`src/rtl/riscv_pkg.sv`:
```
// Shared definitions for the fetch stage: state encoding, well-known
// instruction words and the default reset PC.
package riscv_pkg;

  typedef enum logic {
    RUN  = 1'b0,
    HALT = 1'b1
  } fetch_state_t;

  localparam logic [31:0] INSTR_NOP        = 32'h0000_0013;
  localparam logic [31:0] INSTR_EBREAK     = 32'h0010_0073;
  localparam logic [31:0] RESET_PC_DEFAULT = 32'h0000_0000;

endpackage

```
`src/rtl/fetch_pc_gen.sv`:
```
// Program counter register with next-pc selection: redirect target,
// hold, or sequential +4 (wrapping at 2^32).
module fetch_pc_gen
  import riscv_pkg::*;
#(
  parameter logic [31:0] RESET_PC = RESET_PC_DEFAULT
) (
  input  logic        clk,
  input  logic        rst_n,
  input  logic        i_load,
  input  logic [31:0] i_target,
  input  logic        i_advance,
  output logic [31:0] o_pc
);

  logic [31:0] r_pc;

  always_ff @(posedge clk or negedge rst_n) begin
    if (!rst_n) begin
      r_pc <= RESET_PC;
    end else if (i_load) begin
      r_pc <= i_target;
    end else if (i_advance) begin
      r_pc <= r_pc + 32'd4;
    end
  end

  assign o_pc = r_pc;

endmodule

```
`src/rtl/instruction_fetch_unit.sv`:
```
// Instruction fetch: drives the memory word address from the PC, captures
// returned words into the IF/ID register, and handles stall/redirect/halt.
module instruction_fetch_unit
  import riscv_pkg::*;
#(
  parameter int unsigned ADDR_W   = 11,
  parameter logic [31:0] RESET_PC = RESET_PC_DEFAULT
) (
  input  logic              clk,
  input  logic              rst_n,
  output logic [ADDR_W-1:0] imem_addr,
  input  logic [31:0]       imem_rdata,
  input  logic              stall,
  input  logic              redirect,
  input  logic [31:0]       redirect_pc,
  input  logic              halt_req,
  output logic              if_id_valid,
  output logic [31:0]       if_id_instr,
  output logic [31:0]       if_id_pc,
  output logic              halted,
  output logic              misalign_err,
  output logic [31:0]       fetch_count
);

  fetch_state_t r_state;
  logic         r_valid;
  logic [31:0]  r_instr;
  logic [31:0]  r_ipc;
  logic         r_halted;
  logic         r_misalign;
  logic [31:0]  r_count;

  logic [31:0]  w_pc;
  logic         w_run;
  logic         w_target_ok;
  logic         w_load;
  logic         w_advance;

  assign w_run       = (r_state == RUN);
  assign w_target_ok = (redirect_pc[1:0] == 2'b00);
  assign w_load      = w_run && redirect && w_target_ok;
  // EBREAK still advances the PC: the word is consumed, then fetch stops.
  assign w_advance   = w_run && !redirect && !halt_req && !stall;

  fetch_pc_gen #(
    .RESET_PC (RESET_PC)
  ) u_pc_gen (
    .clk       (clk),
    .rst_n     (rst_n),
    .i_load    (w_load),
    .i_target  (redirect_pc),
    .i_advance (w_advance),
    .o_pc      (w_pc)
  );

  assign imem_addr = w_pc[ADDR_W-1:0];

  always_ff @(posedge clk or negedge rst_n) begin
    if (!rst_n) begin
      r_state    <= RUN;
      r_valid    <= 1'b0;
      r_instr    <= INSTR_NOP;
      r_ipc      <= '0;
      r_halted   <= 1'b0;
      r_misalign <= 1'b0;
      r_count    <= '0;
    end else begin
      case (r_state)
        RUN: begin
          if (redirect) begin
            r_valid <= 1'b0;
            if (!w_target_ok) begin
              r_misalign <= 1'b1;
              r_halted   <= 1'b1;
              r_state    <= HALT;
            end
          end else if (halt_req) begin
            r_valid  <= 1'b0;
            r_halted <= 1'b1;
            r_state  <= HALT;
          end else if (!stall) begin
            r_instr <= imem_rdata;
            r_ipc   <= w_pc;
            r_valid <= 1'b1;
            r_count <= r_count + 32'd1;
            if (imem_rdata == INSTR_EBREAK) begin
              r_halted <= 1'b1;
              r_state  <= HALT;
            end
          end
        end
        HALT: begin
          r_valid  <= 1'b0;
          r_halted <= 1'b1;
        end
        default: r_state <= HALT;
      endcase
    end
  end

  assign if_id_valid  = r_valid;
  assign if_id_instr  = r_instr;
  assign if_id_pc     = r_ipc;
  assign halted       = r_halted;
  assign misalign_err = r_misalign;
  assign fetch_count  = r_count;

endmodule

```
`config.mk`:
```
export PLATFORM = sky130hd
export DESIGN_NAME = instruction_fetch_unit
export DESIGN_NICKNAME = d
export VERILOG_FILES = /design/src/rtl/riscv_pkg.sv /design/src/rtl/fetch_pc_gen.sv /design/src/rtl/instruction_fetch_unit.sv
export SDC_FILE = /design/constraint.sdc
export NUM_CORES = 1
export LEC_CHECK = 0
export BUFFER_PORTS_ARGS = -buffer_cell sky130_fd_sc_hd__buf_2
export CORE_ASPECT_RATIO = 0.75
export CORE_MARGIN = 2
export CORE_UTILIZATION = 50
export CTS_BUF_LIST = sky130_fd_sc_hd__clkbuf_4 sky130_fd_sc_hd__clkbuf_8
export CTS_CLUSTER_SIZE = 28
export DETAILED_ROUTE_END_ITERATION = 10
export PLACE_DENSITY = 0.85
export RECOVER_POWER = 100
export SYNTH_ARGS = -nofsm -noshare
export SYNTH_HDL_FRONTEND = slang
export SYNTH_SLANG_ARGS = --single-unit
export TNS_END_PERCENT = 5
```
`constraint.sdc`:
```
create_clock -name clk -period 3.7 [get_ports clk]
set_input_delay 0.555 -clock clk [delete_from_list [all_inputs] [get_ports clk]]
set_output_delay 0.555 -clock clk [all_outputs]
set_load 0.01 [all_outputs]
```
==> impl_results.html, run 1 <==
<table>
<tr><th>Metric</th><th>Value</th></tr>
<tr><th colspan="2">STA</th></tr>
<tr><td>RSZ-0062 raised after global routing</td><td>no</td></tr>
<tr><td>Final Hold Vio Count</td><td>0</td></tr>
<tr><td>Setup TNS</td><td>0 ns</td></tr>
<tr><td>Min setup slack post-route</td><td>~0.8 ns</td></tr>
<tr><td>Period utilisation layout</td><td>0.7865</td></tr>
<tr><td>Worst clock skew on the final layout</td><td>0.01242 ns</td></tr>
<tr><td>Pins over their slew limit</td><td>between 150 and 200</td></tr>
<tr><td>Worst-case headroom to the max-slew limit</td><td>-0.2191</td></tr>
<tr><td>Transition time at the pin with the least slew margin</td><td>about 1.8 ns</td></tr>
<tr><td>Min cycle time layout</td><td>between 2 and 3 ns</td></tr>
<tr><td>Max frequency</td><td>343.6 MHz</td></tr>
<tr><td># setup viols final</td><td>0</td></tr>
<tr><th colspan="2">Global routing</th></tr>
<tr><td>Total grt overflow</td><td>0</td></tr>
<tr><td>Global-route wire length before repair</td><td>24940 um</td></tr>
<tr><td>Total Routing Usage GR</td><td>0.2467</td></tr>
<tr><td>Maximum number of pins on one net before global-route repair</td><td>75</td></tr>
<tr><td>Initial antenna violation count</td><td>1</td></tr>
<tr><td>Vias in the first global route</td><td>5006</td></tr>
<tr><th colspan="2">Yosys</th></tr>
<tr><td>Predominant post-synthesis flop cell</td><td>dfrtp_1</td></tr>
<tr><td>Synth warnings</td><td>0</td></tr>
<tr><td>Fraction of the yosys area taken by sequential cells</td><td>0.5551</td></tr>
<tr><td>Flops &amp; latches, synth</td><td>approximately 130</td></tr>
<tr><td>Fraction of registers with async set/reset</td><td>1.000</td></tr>
<tr><td>Number of distinct library cells after synthesis</td><td>51</td></tr>
<tr><td>Syn Nets</td><td>707</td></tr>
<tr><td>Post-Synthesis Cells</td><td>636</td></tr>
<tr><td>Number of enable-type register cells in the synthesized netlist</td><td>0</td></tr>
<tr><td>Synthesized cell area</td><td>roughly 6000 um^2</td></tr>
<tr><td>Synthesized area divided by synthesized cell count</td><td>between 9 and 10 um^2</td></tr>
<tr><th colspan="2">Final layout</th></tr>
<tr><td>Final net count</td><td>871</td></tr>
<tr><td>Post-route core utilization</td><td>0.6154</td></tr>
<tr><td>Leading cell types in the layout, fill and taps excluded</td><td>nand2_1, dfrtp_1, clkbuf_1, buf_2, xnor2_1</td></tr>
<tr><td>Syn-to-layout area delta</td><td>19.97%</td></tr>
<tr><td>Commonest non-fill, non-tap cell in the layout</td><td>nand2_1</td></tr>
<tr><td>Post-route standard cell area excluding fillers</td><td>roughly 7000 um^2</td></tr>
<tr><td># fillers</td><td>between 1000 and 1500</td></tr>
<tr><td>Footprint of the multi-input gates</td><td>about 2400 um^2</td></tr>
<tr><td>FF/Latch Area</td><td>around 3300 um^2</td></tr>
<tr><td>Fraction of final layout cells sized beyond drive strength 1</td><td>0.1402</td></tr>
<tr><th colspan="2">Floorplan</th></tr>
<tr><td>Height of the die</td><td>98.53 um</td></tr>
<tr><td>Horiz. Die Dim</td><td>about 130 um</td></tr>
<tr><td>Number of placed I/O pins</td><td>179</td></tr>
<tr><td>Std-Cell Core Area</td><td>between 10000 and 15000 um^2</td></tr>
<tr><td>Number of placement rows</td><td>34</td></tr>
<tr><td>DIE AREA</td><td>12810 um^2</td></tr>
<tr><td>Starting density of the core</td><td>0.5129</td></tr>
<tr><th colspan="2">Setup path</th></tr>
<tr><td>Arrival @ worst endpoint</td><td>approximately 3.3 ns</td></tr>
<tr><td>Setup CP Type</td><td>flip-flop to flip-flop</td></tr>
<tr><td>Critical path fanouts, max</td><td>37</td></tr>
<tr><td>Reg2Reg Setup Slack</td><td>between 0.7 and 0.8 ns</td></tr>
<tr><td>Required time worst endpoint</td><td>4.07 ns</td></tr>
<tr><td>Reg-to-reg endpoint</td><td>if_id_instr[17]</td></tr>
<tr><td>Crit path capture type</td><td>flip-flop</td></tr>
<tr><td>Depth of the most critical reg-to-reg path</td><td>5</td></tr>
<tr><td>Kind of start point of the critical path</td><td>flip-flop</td></tr>
<tr><td>Reg-to-reg startpoint</td><td>r_state</td></tr>
<tr><th colspan="2">CTS</th></tr>
<tr><td>Clock transition at path regs</td><td>0.08 ns</td></tr>
<tr><td>Clock root buffer</td><td>clkbuf_8</td></tr>
<tr><td>Number of H-tree branching levels</td><td>4</td></tr>
<tr><td>Total of cells resized after clock tree synthesis</td><td>0</td></tr>
<tr><td>TritonCTS clock tree</td><td>built</td></tr>
<tr><td>Hold-fix buffer count after cts</td><td>0</td></tr>
<tr><td>Max Root-Sink Buffers</td><td>2</td></tr>
<tr><td>Number of CTS-inserted buffers</td><td>17</td></tr>
<tr><td># clock sinks</td><td>132</td></tr>
<tr><td># Post-CTS Setup Buffers</td><td>0</td></tr>
<tr><td>Clk_lat worst skew</td><td>around 0.43 ns</td></tr>
<tr><th colspan="2">Pwr</th></tr>
<tr><td>Pleak</td><td>3.442 nW</td></tr>
<tr><td>Design Power</td><td>about 3 mW</td></tr>
<tr><td>IR Drop Worst-Case VDD</td><td>0.0002047 V</td></tr>
<tr><td>PD cells</td><td>432.5 nW/um^2</td></tr>
<tr><th colspan="2">Worst hold path</th></tr>
<tr><td>Hold Path Cell Cnt</td><td>3</td></tr>
<tr><td>Source of the worst hold timing path</td><td>imem_rdata[4]</td></tr>
<tr><td>Worst Hold Class</td><td>input pin to flip-flop</td></tr>
<tr><td>Destination of the worst hold path</td><td>if_id_instr[4]</td></tr>
<tr><th colspan="2">Place</th></tr>
<tr><td>Routability Congestion</td><td>0.8380</td></tr>
<tr><td>PortBufs</td><td>178</td></tr>
<tr><td>Placement Cell Area</td><td>6909 um^2</td></tr>
<tr><td>Detailed placement HPWL</td><td>10570 um</td></tr>
<tr><td>Worst setup slack before clock tree synthesis</td><td>0.6329 ns</td></tr>
<tr><th colspan="2">Route</th></tr>
<tr><td>DR vias</td><td>5068</td></tr>
<tr><td>Post-detailed-route count of antenna-violating nets</td><td>0</td></tr>
<tr><td>Total detailed-routing wirelength</td><td>15200 um</td></tr>
<tr><td>Drt wl/cell</td><td>15.57 um</td></tr>
<tr><td>Initial DRT Pass Iterations</td><td>5</td></tr>
<tr><td>Post-route DRC</td><td>0</td></tr>
<tr><td>First-iteration detailed-routing DRC count</td><td>366</td></tr>
<tr><td>Post-detailed-route via-to-cell ratio</td><td>roughly 5.2</td></tr>
<tr><th colspan="2">Job</th></tr>
<tr><td>Number of max-cap violations</td><td>3</td></tr>
<tr><th colspan="2">Run status</th></tr>
<tr><td>Run status</td><td>finished, violations left</td></tr>
<tr><td>Violated checks</td><td>capacitance limit, slew limit</td></tr>
</table>
[through the flow]
stage,hold WS [ns],cells
final,0.3163,976
after global routing,0.3113,976
after CTS,0.1585,975
after detailed placement,0.4541,943
after global placement,0.4466,943
after floorplan,0.2594,636
[power by group]
part	total [mW]	switching (mW)	leakage, nW	internal, mW
sequential	1.56	0.0607	1.77	1.50
combinational	0.183	0.108	1.45	0.0751
clock	1.35	0.572	0.223	0.780
total	3.09	0.741	3.44	2.35
[logic make-up after synthesis]
kind of cell,synth area share
flip-flops,0.5551
adder cells (fa/ha/maj),0.004200
AO/OA/AOI/OAI,0.05167
buffers and inverters,0.04075
XOR/XNOR,0.06910
AND/OR/NAND/NOR,0.2791
[sequential cells by signal, summed over array words and instances (netlist names)]
name / flops
fetch_count: 32
if_id_valid: 1
if_id_pc: 32
if_id_instr: 32
misalign_err: 1
r_state: 1
halted: 1
u_pc_gen.o_pc: 32
[per-layer routing]
layer	wire, um	up-vias	global-route usage
met5	0	-	0
met4	151	0	0.06617
met3	1093	17	0.06569
met2	6729	200	0.3749
met1	7220	2420	0.3531
li1	-	2431	-
[Yosys cell counts (3+ instances only)]
cell | instances | area share
nand4_1 | 20 | 0.021
nand2_1 | 235 | 0.15
nor3_2 | 3 | 0.0050
inv_1 | 10 | 0.0063
o21ai_0 | 15 | 0.013
nor3_1 | 14 | 0.012
nor4_4 | 3 | 0.011
and3_1 | 4 | 0.0042
dfrtp_1 | 129 | 0.54
xor2_1 | 17 | 0.025
clkbuf_1 | 17 | 0.011
dfstp_2 | 3 | 0.013
or4_4 | 3 | 0.0057
o21ai_1 | 3 | 0.0025
a21oi_1 | 8 | 0.0067
and2_1 | 3 | 0.0032
xnor2_1 | 30 | 0.044
o311ai_0 | 4 | 0.0059
nand3_1 | 18 | 0.015
buf_4 | 11 | 0.014
o211ai_1 | 6 | 0.0076
or3_1 | 4 | 0.0042
nor4_1 | 8 | 0.0084
buf_1 | 7 | 0.0044
nor2_1 | 26 | 0.016
[critical path, stage by stage (launching register included)]
cell and delay, ns:
dfrtp_1 0.39, or3_1 0.42, nor2_1 1.02, clkbuf_2 0.74, nand2_1 0.18, nand2_1 0.09
[final cells by class]
type | instances | area share
Antenna cell | 1 | 0.0003501
Clock inverter | 12 | 0.02468
Timing Repair Buffer | 184 | 0.1101
Multi-Input combinational cell | 455 | 0.3309
Clock buffer | 20 | 0.03764
Tap cell | 162 | 0.02836
Sequential cell | 132 | 0.4627
Inverter | 10 | 0.005252
[worst max path at each step]
stage | startpoint | endpoint | slack, ns
after CTS | r_state | fetch_count[31] | 0.91
after global placement | stall | fetch_count[31] | 0.70
final | r_state | if_id_instr[17] | 0.79
after global routing | r_state | if_id_instr[29] | 0.52
after detailed placement | stall | fetch_count[31] | 0.63
after floorplan | redirect | u_pc_gen.o_pc[18] | 1.15
Note: power is estimated with default switching activity, not from simulation.
==> run 2: changes to the inputs <==
- clock period: 3.7 -> 3.03 ns (I/O delays scaled with it)
==> run 2 against run 1 <==
The flow still finishes with violations (capacitance limit, slew limit); utilization shrank 0.74 points; largest power group unchanged; wire length is 1.7% lower; clock skew shrank 0.0030 ns; non-clock buffer count unchanged; cell area down 1.2%; critical path depth is the same; final cell count fell by 0.10%; fmax is 12% higher; total power grew 14%.
==> impl_results.html, run 2 (same netlist as run 1, synthesis figures left out) <==
<table>
<tr><th>Metric</th><th>Value</th></tr>
<tr><th colspan="2">Pwr</th></tr>
<tr><td>IR Drop Worst-Case VDD</td><td>0.0002703 V (+32%)</td></tr>
<tr><td>Relative contribution of sequential cells to total power</td><td>0.537 (+0.034)</td></tr>
<tr><td>Proportion of power drawn by combinational gates</td><td>0.063 (+0.004)</td></tr>
<tr><td>PD cells</td><td>500.5 nW/um^2 (+16%)</td></tr>
<tr><td>Net switching power</td><td>906.7 uW (+22%)</td></tr>
<tr><td>Internal power summed over all cells</td><td>2.627 mW (+12%)</td></tr>
<tr><td>Pleak</td><td>3.366 nW (-2.2%)</td></tr>
<tr><td>Part of the total power dissipated in the clock network</td><td>0.399 (-0.038)</td></tr>
<tr><td>Sw frac</td><td>0.2566 (+0.01697)</td></tr>
<tr><th colspan="2">STA</th></tr>
<tr><td>Period utilisation layout</td><td>0.8554 (+0.06887)</td></tr>
<tr><td>Transition time at the pin with the least slew margin</td><td>2.231 ns (+0.4028 ns)</td></tr>
<tr><td># setup viols final</td><td>0 (unchanged)</td></tr>
<tr><td>Worst-case headroom to the max-slew limit</td><td>-0.4876 (-0.2685)</td></tr>
<tr><td>Worst clock skew on the final layout</td><td>0.009446 ns (-0.002975 ns)</td></tr>
<tr><td>Final Hold Vio Count</td><td>0 (unchanged)</td></tr>
<tr><td>RSZ-0062 raised after global routing</td><td>no</td></tr>
<tr><td>Max frequency</td><td>385.8 MHz (+12%)</td></tr>
<tr><td>Min cycle time layout</td><td>2.592 ns (-0.3183 ns)</td></tr>
<tr><td>Pins over their slew limit</td><td>91 (-41%)</td></tr>
<tr><td>Setup TNS</td><td>0 ns (unchanged)</td></tr>
<tr><th colspan="2">Final layout</th></tr>
<tr><td>Post-route core utilization</td><td>0.6080 (-0.007434)</td></tr>
<tr><td>Fraction of final layout cells sized beyond drive strength 1</td><td>0.1355 (-0.004753)</td></tr>
<tr><td>Leading cell types in the layout, fill and taps excluded</td><td>nand2_1, dfrtp_1, clkbuf_1, buf_2, xnor2_1</td></tr>
<tr><td>FF/Latch Area</td><td>3307 um^2 (unchanged)</td></tr>
<tr><td># fillers</td><td>1093 (+1.3%)</td></tr>
<tr><td>Footprint of the multi-input gates</td><td>2322 um^2 (-1.8%)</td></tr>
<tr><td>Syn-to-layout area delta</td><td>18.53%</td></tr>
<tr><td>Commonest non-fill, non-tap cell in the layout</td><td>nand2_1</td></tr>
<tr><td>Final net count</td><td>871 (unchanged)</td></tr>
<tr><th colspan="2">Worst hold path</th></tr>
<tr><td>Destination of the worst hold path</td><td>if_id_instr[1]</td></tr>
<tr><td>Source of the worst hold timing path</td><td>imem_rdata[1]</td></tr>
<tr><td>Hold Path Cell Cnt</td><td>3 (unchanged)</td></tr>
<tr><td>Worst Hold Class</td><td>input pin to flip-flop</td></tr>
<tr><th colspan="2">CTS</th></tr>
<tr><td>Clk_lat worst skew</td><td>0.44 ns (about the same)</td></tr>
<tr><td>Clock transition at path regs</td><td>0.07 ns (about the same)</td></tr>
<tr><td>Max Root-Sink Buffers</td><td>2 (unchanged)</td></tr>
<tr><td>Number of H-tree branching levels</td><td>4 (unchanged)</td></tr>
<tr><td>Total of cells resized after clock tree synthesis</td><td>0 (unchanged)</td></tr>
<tr><td># Post-CTS Setup Buffers</td><td>0 (unchanged)</td></tr>
<tr><td>Clock root buffer</td><td>clkbuf_8</td></tr>
<tr><td>Hold-fix buffer count after cts</td><td>0 (unchanged)</td></tr>
<tr><td>TritonCTS clock tree</td><td>built</td></tr>
<tr><td>Number of CTS-inserted buffers</td><td>17 (unchanged)</td></tr>
<tr><td># clock sinks</td><td>132 (unchanged)</td></tr>
<tr><th colspan="2">Setup path</th></tr>
<tr><td>Arrival @ worst endpoint</td><td>2.91 ns (-0.37 ns)</td></tr>
<tr><td>Reg-to-reg startpoint</td><td>r_state</td></tr>
<tr><td>Reg2Reg Setup Slack</td><td>0.44 ns (-0.35 ns)</td></tr>
<tr><td>Setup CP Type</td><td>flip-flop to flip-flop</td></tr>
<tr><td>Critical path fanouts, max</td><td>27 (-27%)</td></tr>
<tr><td>Reg-to-reg endpoint</td><td>fetch_count[28]</td></tr>
<tr><td>Crit path capture type</td><td>flip-flop</td></tr>
<tr><td>Required time worst endpoint</td><td>3.35 ns (-0.72 ns)</td></tr>
<tr><td>CP cell instances</td><td>or4_4 -&gt; or4_1 -&gt; nor3_1 -&gt; nand4_1 -&gt; xnor2_1</td></tr>
<tr><td>Depth of the most critical reg-to-reg path</td><td>5 (unchanged)</td></tr>
<tr><td>Critical-path cell with the highest stage delay</td><td>or4_4</td></tr>
<tr><td>Kind of start point of the critical path</td><td>flip-flop</td></tr>
<tr><td>Crit path largest cell delay</td><td>0.68 ns (-0.34 ns)</td></tr>
<tr><th colspan="2">Floorplan</th></tr>
<tr><td>Number of placed I/O pins</td><td>179 (unchanged)</td></tr>
<tr><td>Std-Cell Core Area</td><td>11610 um^2 (unchanged)</td></tr>
<tr><td>Horiz. Die Dim</td><td>130.0 um (unchanged)</td></tr>
<tr><td>DIE AREA</td><td>12810 um^2 (unchanged)</td></tr>
<tr><td>Height of the die</td><td>98.53 um (unchanged)</td></tr>
<tr><td>Starting density of the core</td><td>0.5129 (unchanged)</td></tr>
<tr><td>Number of placement rows</td><td>34 (unchanged)</td></tr>
<tr><th colspan="2">Route</th></tr>
<tr><td>Post-detailed-route via-to-cell ratio</td><td>5.120 (-1.4%)</td></tr>
<tr><td>Post-detailed-route count of antenna-violating nets</td><td>0 (unchanged)</td></tr>
<tr><td>Highest metal layer used by the detailed router</td><td>met4</td></tr>
<tr><td>Drt wl/cell</td><td>15.32 um (-1.6%)</td></tr>
<tr><td>Sum of met3 wire segment lengths after detailed routing</td><td>1044 um (-4.5%)</td></tr>
<tr><td>DR vias</td><td>4992 (-1.5%)</td></tr>
<tr><td>Met2 wire length</td><td>6540 um (-2.8%)</td></tr>
<tr><td>First-iteration detailed-routing DRC count</td><td>355 (-3.0%)</td></tr>
<tr><td>Post-route DRC</td><td>0 (unchanged)</td></tr>
<tr><td>Initial DRT Pass Iterations</td><td>4 (-1)</td></tr>
<tr><td>Total detailed-routing wirelength</td><td>14930 um (-1.7%)</td></tr>
<tr><td>Met1 routed wirelength after detailed routing</td><td>7215 um (about the same)</td></tr>
<tr><th colspan="2">Global routing</th></tr>
<tr><td>Total Routing Usage GR</td><td>0.2481 (+0.001428)</td></tr>
<tr><td>Total grt overflow</td><td>0 (unchanged)</td></tr>
<tr><td>Global-route wire length before repair</td><td>24860 um (-0.30%)</td></tr>
<tr><td>Maximum number of pins on one net before global-route repair</td><td>92 (+23%)</td></tr>
<tr><td>Vias in the first global route</td><td>4954 (-1.0%)</td></tr>
<tr><td>Initial antenna violation count</td><td>1 (unchanged)</td></tr>
<tr><th colspan="2">Run status</th></tr>
<tr><td>Violated checks</td><td>capacitance limit, slew limit</td></tr>
<tr><td>Run status</td><td>finished, violations left</td></tr>
<tr><th colspan="2">Place</th></tr>
<tr><td>Detailed placement HPWL</td><td>10430 um (-1.3%)</td></tr>
<tr><td>PortBufs</td><td>178 (unchanged)</td></tr>
<tr><td>Routability Congestion</td><td>0.8477 (+1.2%)</td></tr>
<tr><th colspan="2">Job</th></tr>
<tr><td>Number of max-cap violations</td><td>1 (-2)</td></tr>
</table>
-- run 2: worst max path at each step --
stage | startpoint | endpoint | slack, ns | cells past startpoint
after floorplan | redirect | u_pc_gen.o_pc[18] | 0.58 | 6
after global placement | redirect | fetch_count[31] | 0.41 | 6
after detailed placement | redirect | fetch_count[31] | 0.39 | 6
after CTS | r_state | fetch_count[10] | 0.55 | 5
after global routing | r_state | fetch_count[31] | 0.24 | 5
final | r_state | fetch_count[28] | 0.44 | 5
-- run 2: cell type report --
type / instances / share of cell area
inverter: 10 / 0.005316
antenna: 1 / 0.0003544
clock inverter: 11 / 0.01489
tap: 162 / 0.02871
multi-input combinational: 455 / 0.3289
sequential: 132 / 0.4684
timing repair buffer: 184 / 0.1145
clock buffer: 20 / 0.03899
-- run 2: power by group through the flow --
stage	Combinational (mW)	Sequential (mW)	Clock [mW]
CTS	0.241	1.90	1.44
detailed placement	0.241	1.93	0
global placement	0.236	1.93	0
floorplan	0.0889	1.93	0
finish	0.224	1.90	1.41
global route	0.257	1.91	1.52
-- run 2: routing by layer --
layer / track usage / vias up
met5: 0 / -
met4: 0.08189 / 0
met3: 0.06460 / 14
met2: 0.3572 / 157
met1: 0.3674 / 2383
li1: - / 2438
-- run 2: worst max-delay path: cells and delay by family (launching register included) --
| family | cells | cell delay [ns] |
|---|---|---|
| xor+xnor | 1 | 0.15 |
| simple gates | 4 | 1.93 |
| flops | 1 | 0.40 |
-- run 2: stage by stage --
step	power, mW	area, um^2	setup WS (ns)	std cells	hold slack [ns]
final	3.534	7061	0.4382	975	0.2115
after global routing	3.690	7061	0.2427	975	0.1974
after CTS	3.578	7302	0.5469	974	0.1077
after detailed placement	2.169	6922	0.3874	943	0.4518
after global placement	2.162	6922	0.4144	943	0.4464
after floorplan	2.016	5957	0.5806	636	0.1589
==> run 3: changes to the inputs <==
- SYNTH_HIERARCHICAL: default -> 1
==> run 3 against run 2 <==
The flow still finishes with violations (capacitance limit, slew limit); global-route usage down 1.3 points; synthesized cell count down 22%; critical path type unchanged; largest power group unchanged; largest cell class unchanged; clock skew up 0.0025 ns.
==> impl_results.html, run 3 <==
<table>
<tr><th>Metric</th><th>Value</th></tr>
<tr><th colspan="2">STA</th></tr>
<tr><td>Worst-case headroom to the max-slew limit</td><td>-0.2138 (+0.2738)</td></tr>
<tr><td># setup viols final</td><td>0 (unchanged)</td></tr>
<tr><td>Period utilisation layout</td><td>0.8844 (+0.02903)</td></tr>
<tr><td>Max frequency</td><td>373.2 MHz (-3.3%)</td></tr>
<tr><td>Transition time at the pin with the least slew margin</td><td>1.821 ns (-0.4107 ns)</td></tr>
<tr><td>RSZ-0062 raised after global routing</td><td>no</td></tr>
<tr><td>Final Hold Vio Count</td><td>0 (unchanged)</td></tr>
<tr><td>Worst clock skew on the final layout</td><td>0.01194 ns (+0.002495 ns)</td></tr>
<tr><td>Min setup slack post-route</td><td>0.3502 ns (-0.08796 ns)</td></tr>
<tr><td>Setup TNS</td><td>0 ns (unchanged)</td></tr>
<tr><td>Pins over their slew limit</td><td>133 (+46%)</td></tr>
<tr><td>Min cycle time layout</td><td>2.680 ns (+0.08796 ns)</td></tr>
<tr><th colspan="2">Floorplan</th></tr>
<tr><td>Number of placed I/O pins</td><td>179 (unchanged)</td></tr>
<tr><td>Horiz. Die Dim</td><td>130.0 um (about the same)</td></tr>
<tr><td>Height of the die</td><td>98.47 um (about the same)</td></tr>
<tr><td>DIE AREA</td><td>12800 um^2 (-0.12%)</td></tr>
<tr><td>Starting density of the core</td><td>0.5123 (-0.0006464)</td></tr>
<tr><td>Number of placement rows</td><td>34 (unchanged)</td></tr>
<tr><td>Std-Cell Core Area</td><td>11610 um^2 (unchanged)</td></tr>
<tr><th colspan="2">Yosys</th></tr>
<tr><td>XOR/XNOR share of the synthesized area</td><td>0.06772 (-0.001385)</td></tr>
<tr><td>Cell with the most instances after synthesis</td><td>dfrtp_1</td></tr>
<tr><td>Post-synth top cells</td><td>dfrtp_1, mux2_2, nand2_1, nor2_1, xor2_1</td></tr>
<tr><td>Fraction of registers with async set/reset</td><td>1.000 (unchanged)</td></tr>
<tr><td>Largest family of logic cells by synthesized area</td><td>simple AND/OR/NAND/NOR gates</td></tr>
<tr><td>Leading post-synthesis cells by cell area</td><td>dfrtp_1, mux2_2, xor2_1</td></tr>
<tr><td>Syn Nets</td><td>567 (-20%)</td></tr>
<tr><td>Post-Synthesis Cells</td><td>496 (-22%)</td></tr>
<tr><td>Synthesized cell area</td><td>5949 um^2 (-0.13%)</td></tr>
<tr><td>Fraction of the mapped netlist area in compound gates</td><td>0.05131 (-0.0003554)</td></tr>
<tr><td>Mux contribution to synthesized area</td><td>0.1285 (+0.1285)</td></tr>
<tr><td>Area share of the leading cell type in the synthesized netlist</td><td>0.5426 (+0.0006838)</td></tr>
<tr><td>Simple logic cell fraction of the synthesized area</td><td>0.1653 (-0.1138)</td></tr>
<tr><td>Number of distinct library cells after synthesis</td><td>42 (-18%)</td></tr>
<tr><td>Synth warnings</td><td>6 (+6)</td></tr>
<tr><td>Fraction of the yosys area taken by sequential cells</td><td>0.5558 (+0.0007005)</td></tr>
<tr><td>Adder-cell area share of the yosys netlist</td><td>0.004206 (+0.000005301)</td></tr>
<tr><td>Flops &amp; latches, synth</td><td>132 (unchanged)</td></tr>
<tr><td>Synthesized area divided by synthesized cell count</td><td>11.99 um^2 (+28%)</td></tr>
<tr><td>Cell taking the most area after synthesis</td><td>dfrtp_1</td></tr>
<tr><td>Number of enable-type register cells in the synthesized netlist</td><td>0 (unchanged)</td></tr>
<tr><td>Predominant post-synthesis flop cell</td><td>dfrtp_1</td></tr>
<tr><th colspan="2">Final layout</th></tr>
<tr><td>Leading cell types in the layout, fill and taps excluded</td><td>dfrtp_1, clkbuf_1, mux2_2, buf_2, nand2_1</td></tr>
<tr><td>Commonest non-fill, non-tap cell in the layout</td><td>dfrtp_1</td></tr>
<tr><td>Number of inserted diodes</td><td>0 (-1)</td></tr>
<tr><td>Fraction of final layout cells sized beyond drive strength 1</td><td>0.2602 (+0.1247)</td></tr>
<tr><td>Final net count</td><td>747 (-14%)</td></tr>
<tr><td>Post-route standard cell area excluding fillers</td><td>7183 um^2 (+1.7%)</td></tr>
<tr><td>Post-route core utilization</td><td>0.6185 (+0.01056)</td></tr>
<tr><td># fillers</td><td>1002 (-8.3%)</td></tr>
<tr><td>Syn-to-layout area delta</td><td>20.74%</td></tr>
<tr><th colspan="2">Global routing</th></tr>
<tr><td>Met1 track demand over resource</td><td>0.3172 (-0.05023)</td></tr>
<tr><td>Global-route met3 utilization</td><td>0.05483 (-0.009772)</td></tr>
<tr><td>Global-route wire length before repair</td><td>23410 um (-5.8%)</td></tr>
<tr><td>Total grt overflow</td><td>0 (unchanged)</td></tr>
<tr><td>Total Routing Usage GR</td><td>0.2347 (-0.01339)</td></tr>
<tr><td>Most heavily used metal layer in global routing</td><td>met2</td></tr>
<tr><td>Vias in the first global route</td><td>4743 (-4.3%)</td></tr>
<tr><td>Initial antenna violation count</td><td>0 (-1)</td></tr>
<tr><td>Met2 routing resource usage after global routing</td><td>0.3733 (+0.01611)</td></tr>
<tr><td>Maximum number of pins on one net before global-route repair</td><td>133 (+45%)</td></tr>
<tr><th colspan="2">CTS</th></tr>
<tr><td>Clock root buffer</td><td>clkbuf_8</td></tr>
<tr><td># Post-CTS Setup Buffers</td><td>0 (unchanged)</td></tr>
<tr><td>Number of CTS-inserted buffers</td><td>17 (unchanged)</td></tr>
<tr><td>Clock transition at path regs</td><td>0.07 ns (about the same)</td></tr>
<tr><td>Number of H-tree branching levels</td><td>4 (unchanged)</td></tr>
<tr><td>Hold-fix buffer count after cts</td><td>0 (unchanged)</td></tr>
<tr><td>Clk_lat worst skew</td><td>0.42 ns (-0.02 ns)</td></tr>
<tr><td>Total of cells resized after clock tree synthesis</td><td>0 (unchanged)</td></tr>
<tr><td>Max Root-Sink Buffers</td><td>2 (unchanged)</td></tr>
<tr><td>TritonCTS clock tree</td><td>built</td></tr>
<tr><td># clock sinks</td><td>132 (unchanged)</td></tr>
<tr><th colspan="2">Setup path</th></tr>
<tr><td>Number of buffers and inverters on the critical path</td><td>0 (unchanged)</td></tr>
<tr><td>Setup CP Type</td><td>flip-flop to flip-flop</td></tr>
<tr><td>Critical path fanouts, max</td><td>5 (-81%)</td></tr>
<tr><td>Crit path capture type</td><td>flip-flop</td></tr>
<tr><td>Arrival @ worst endpoint</td><td>3.01 ns (+0.10 ns)</td></tr>
<tr><td>Required time worst endpoint</td><td>3.36 ns (about the same)</td></tr>
<tr><td>Largest delay contributor family on the critical path</td><td>simple AND/OR/NAND/NOR gates</td></tr>
<tr><td>CP cell instances</td><td>or3_1 -&gt; nor2_1 -&gt; nand4_1 -&gt; or4b_1 -&gt; or4_1 -&gt; a31oi_1</td></tr>
<tr><td>Kind of start point of the critical path</td><td>flip-flop</td></tr>
<tr><td>Critical-path cell with the highest stage delay</td><td>or4b_1</td></tr>
<tr><td>Crit path largest cell delay</td><td>0.67 ns (about the same)</td></tr>
<tr><th colspan="2">Place</th></tr>
<tr><td>Placement Cell Area</td><td>6988 um^2 (+0.96%)</td></tr>
<tr><td>Worst setup slack before clock tree synthesis</td><td>0.2931 ns (-0.09429 ns)</td></tr>
<tr><td>PortBufs</td><td>178 (unchanged)</td></tr>
<tr><td>Routability Congestion</td><td>0.9076 (+7.1%)</td></tr>
<tr><td>Detailed placement HPWL</td><td>10440 um (about the same)</td></tr>
<tr><th colspan="2">Pwr</th></tr>
<tr><td>Sw frac</td><td>0.2292 (-0.02739)</td></tr>
<tr><td>Proportion of power drawn by combinational gates</td><td>0.057 (-0.006)</td></tr>
<tr><td>Pleak</td><td>3.276 nW (-2.7%)</td></tr>
<tr><td>Internal power summed over all cells</td><td>2.786 mW (+6.0%)</td></tr>
<tr><td>PD cells</td><td>503.2 nW/um^2 (+0.52%)</td></tr>
<tr><td>Part of the total power dissipated in the clock network</td><td>0.424 (+0.025)</td></tr>
<tr><td>IR Drop Worst-Case VDD</td><td>0.0003164 V (+17%)</td></tr>
<tr><td>Relative contribution of sequential cells to total power</td><td>0.519 (-0.018)</td></tr>
<tr><td>Net switching power</td><td>828.3 uW (-8.6%)</td></tr>
<tr><td>Design Power</td><td>3.614 mW (+2.3%)</td></tr>
<tr><th colspan="2">Route</th></tr>
<tr><td>First-iteration detailed-routing DRC count</td><td>387 (+9.0%)</td></tr>
<tr><td>Drt wl/cell</td><td>17.34 um (+13%)</td></tr>
<tr><td>DR vias</td><td>4647 (-6.9%)</td></tr>
<tr><td>Post-detailed-route via-to-cell ratio</td><td>5.467 (+6.8%)</td></tr>
<tr><td>Post-detailed-route count of antenna-violating nets</td><td>0 (unchanged)</td></tr>
<tr><td>Post-route DRC</td><td>0 (unchanged)</td></tr>
<tr><td>Initial DRT Pass Iterations</td><td>5 (+1)</td></tr>
<tr><td>Total detailed-routing wirelength</td><td>14740 um (-1.3%)</td></tr>
<tr><th colspan="2">Run status</th></tr>
<tr><td>Violated checks</td><td>capacitance limit, slew limit</td></tr>
<tr><td>Run status</td><td>finished, violations left</td></tr>
<tr><th colspan="2">Job</th></tr>
<tr><td>Number of max-cap violations</td><td>1 (unchanged)</td></tr>
<tr><th colspan="2">Worst hold path</th></tr>
<tr><td>Worst Hold Class</td><td>input pin to flip-flop</td></tr>
</table>
-- run 3: layout make-up --
class | count | area, um^2 | share of cell area
Clock buffer | 22 | 284.0 | 0.03954
Sequential cell | 132 | 3307 | 0.4604
Tap cell | 162 | 202.7 | 0.02822
Clock inverter | 9 | 128.9 | 0.01794
Timing Repair Buffer | 183 | 789.5 | 0.1099
Inverter | 11 | 41.29 | 0.005748
Multi-Input combinational cell | 331 | 2430 | 0.3383
-- run 3: power groups by stage --
stage	Sequential, mW	Combinational, mW	Clock (mW)
finish	1.88	0.206	1.53
global route	1.88	0.228	1.65
CTS	1.87	0.221	1.57
detailed placement	1.91	0.221	0
global placement	1.90	0.211	0
floorplan	1.91	0.0611	0
-- run 3: worst paths after layout --
path / start / endpoint / slack [ns] / depth (start not counted)
worst max register to register: r_state / u_pc_gen/o_pc[29] / 0.35 / 6
worst min-delay path: redirect_pc[3] / u_pc_gen/o_pc[3] / 0.24 / 3
worst min register to register: misalign_err / misalign_err / 0.48 / 1
worst max-delay path: r_state / u_pc_gen/o_pc[29] / 0.35 / 6
min in group asynchronous: rst_n / if_id_pc[2] / 0.64 / 2
max in group asynchronous: rst_n / u_pc_gen/o_pc[31] / 1.24 / 2
-- run 3: metal layers --
| metal | part of all wire | vias to the layer above |
|---|---|---|
| li1 | - | 2158 |
| met4 | 0.024 | 0 |
| met3 | 0.052 | 35 |
| met1 | 0.45 | 2290 |
| met2 | 0.48 | 164 |
| met5 | 0 | - |
-- run 3: logic make-up (layout without fill, tap and decap cells) --
family,after synthesis,count (layout)
compound gates,48,48
xor+xnor,46,46
fa+ha+maj,2,2
buf+inv,33,225
flops,132,132
mux,68,68
simple gates,167,167
-- run 3: through the flow --
stage	hold WS, ns	cells
after floorplan	0.1589	496
after global placement	0.4573	819
after detailed placement	0.4591	819
after CTS	0.1656	850
after global routing	0.2297	850
final	0.2440	850
-- run 3: worst reg2reg max path, cell delays in order, from the launching register on --
cell,delay (ns)
dfrtp_1,0.39
or3_1,0.41
nor2_1,0.16
nand4_1,0.23
or4b_1,0.67
or4_1,0.56
a31oi_1,0.18
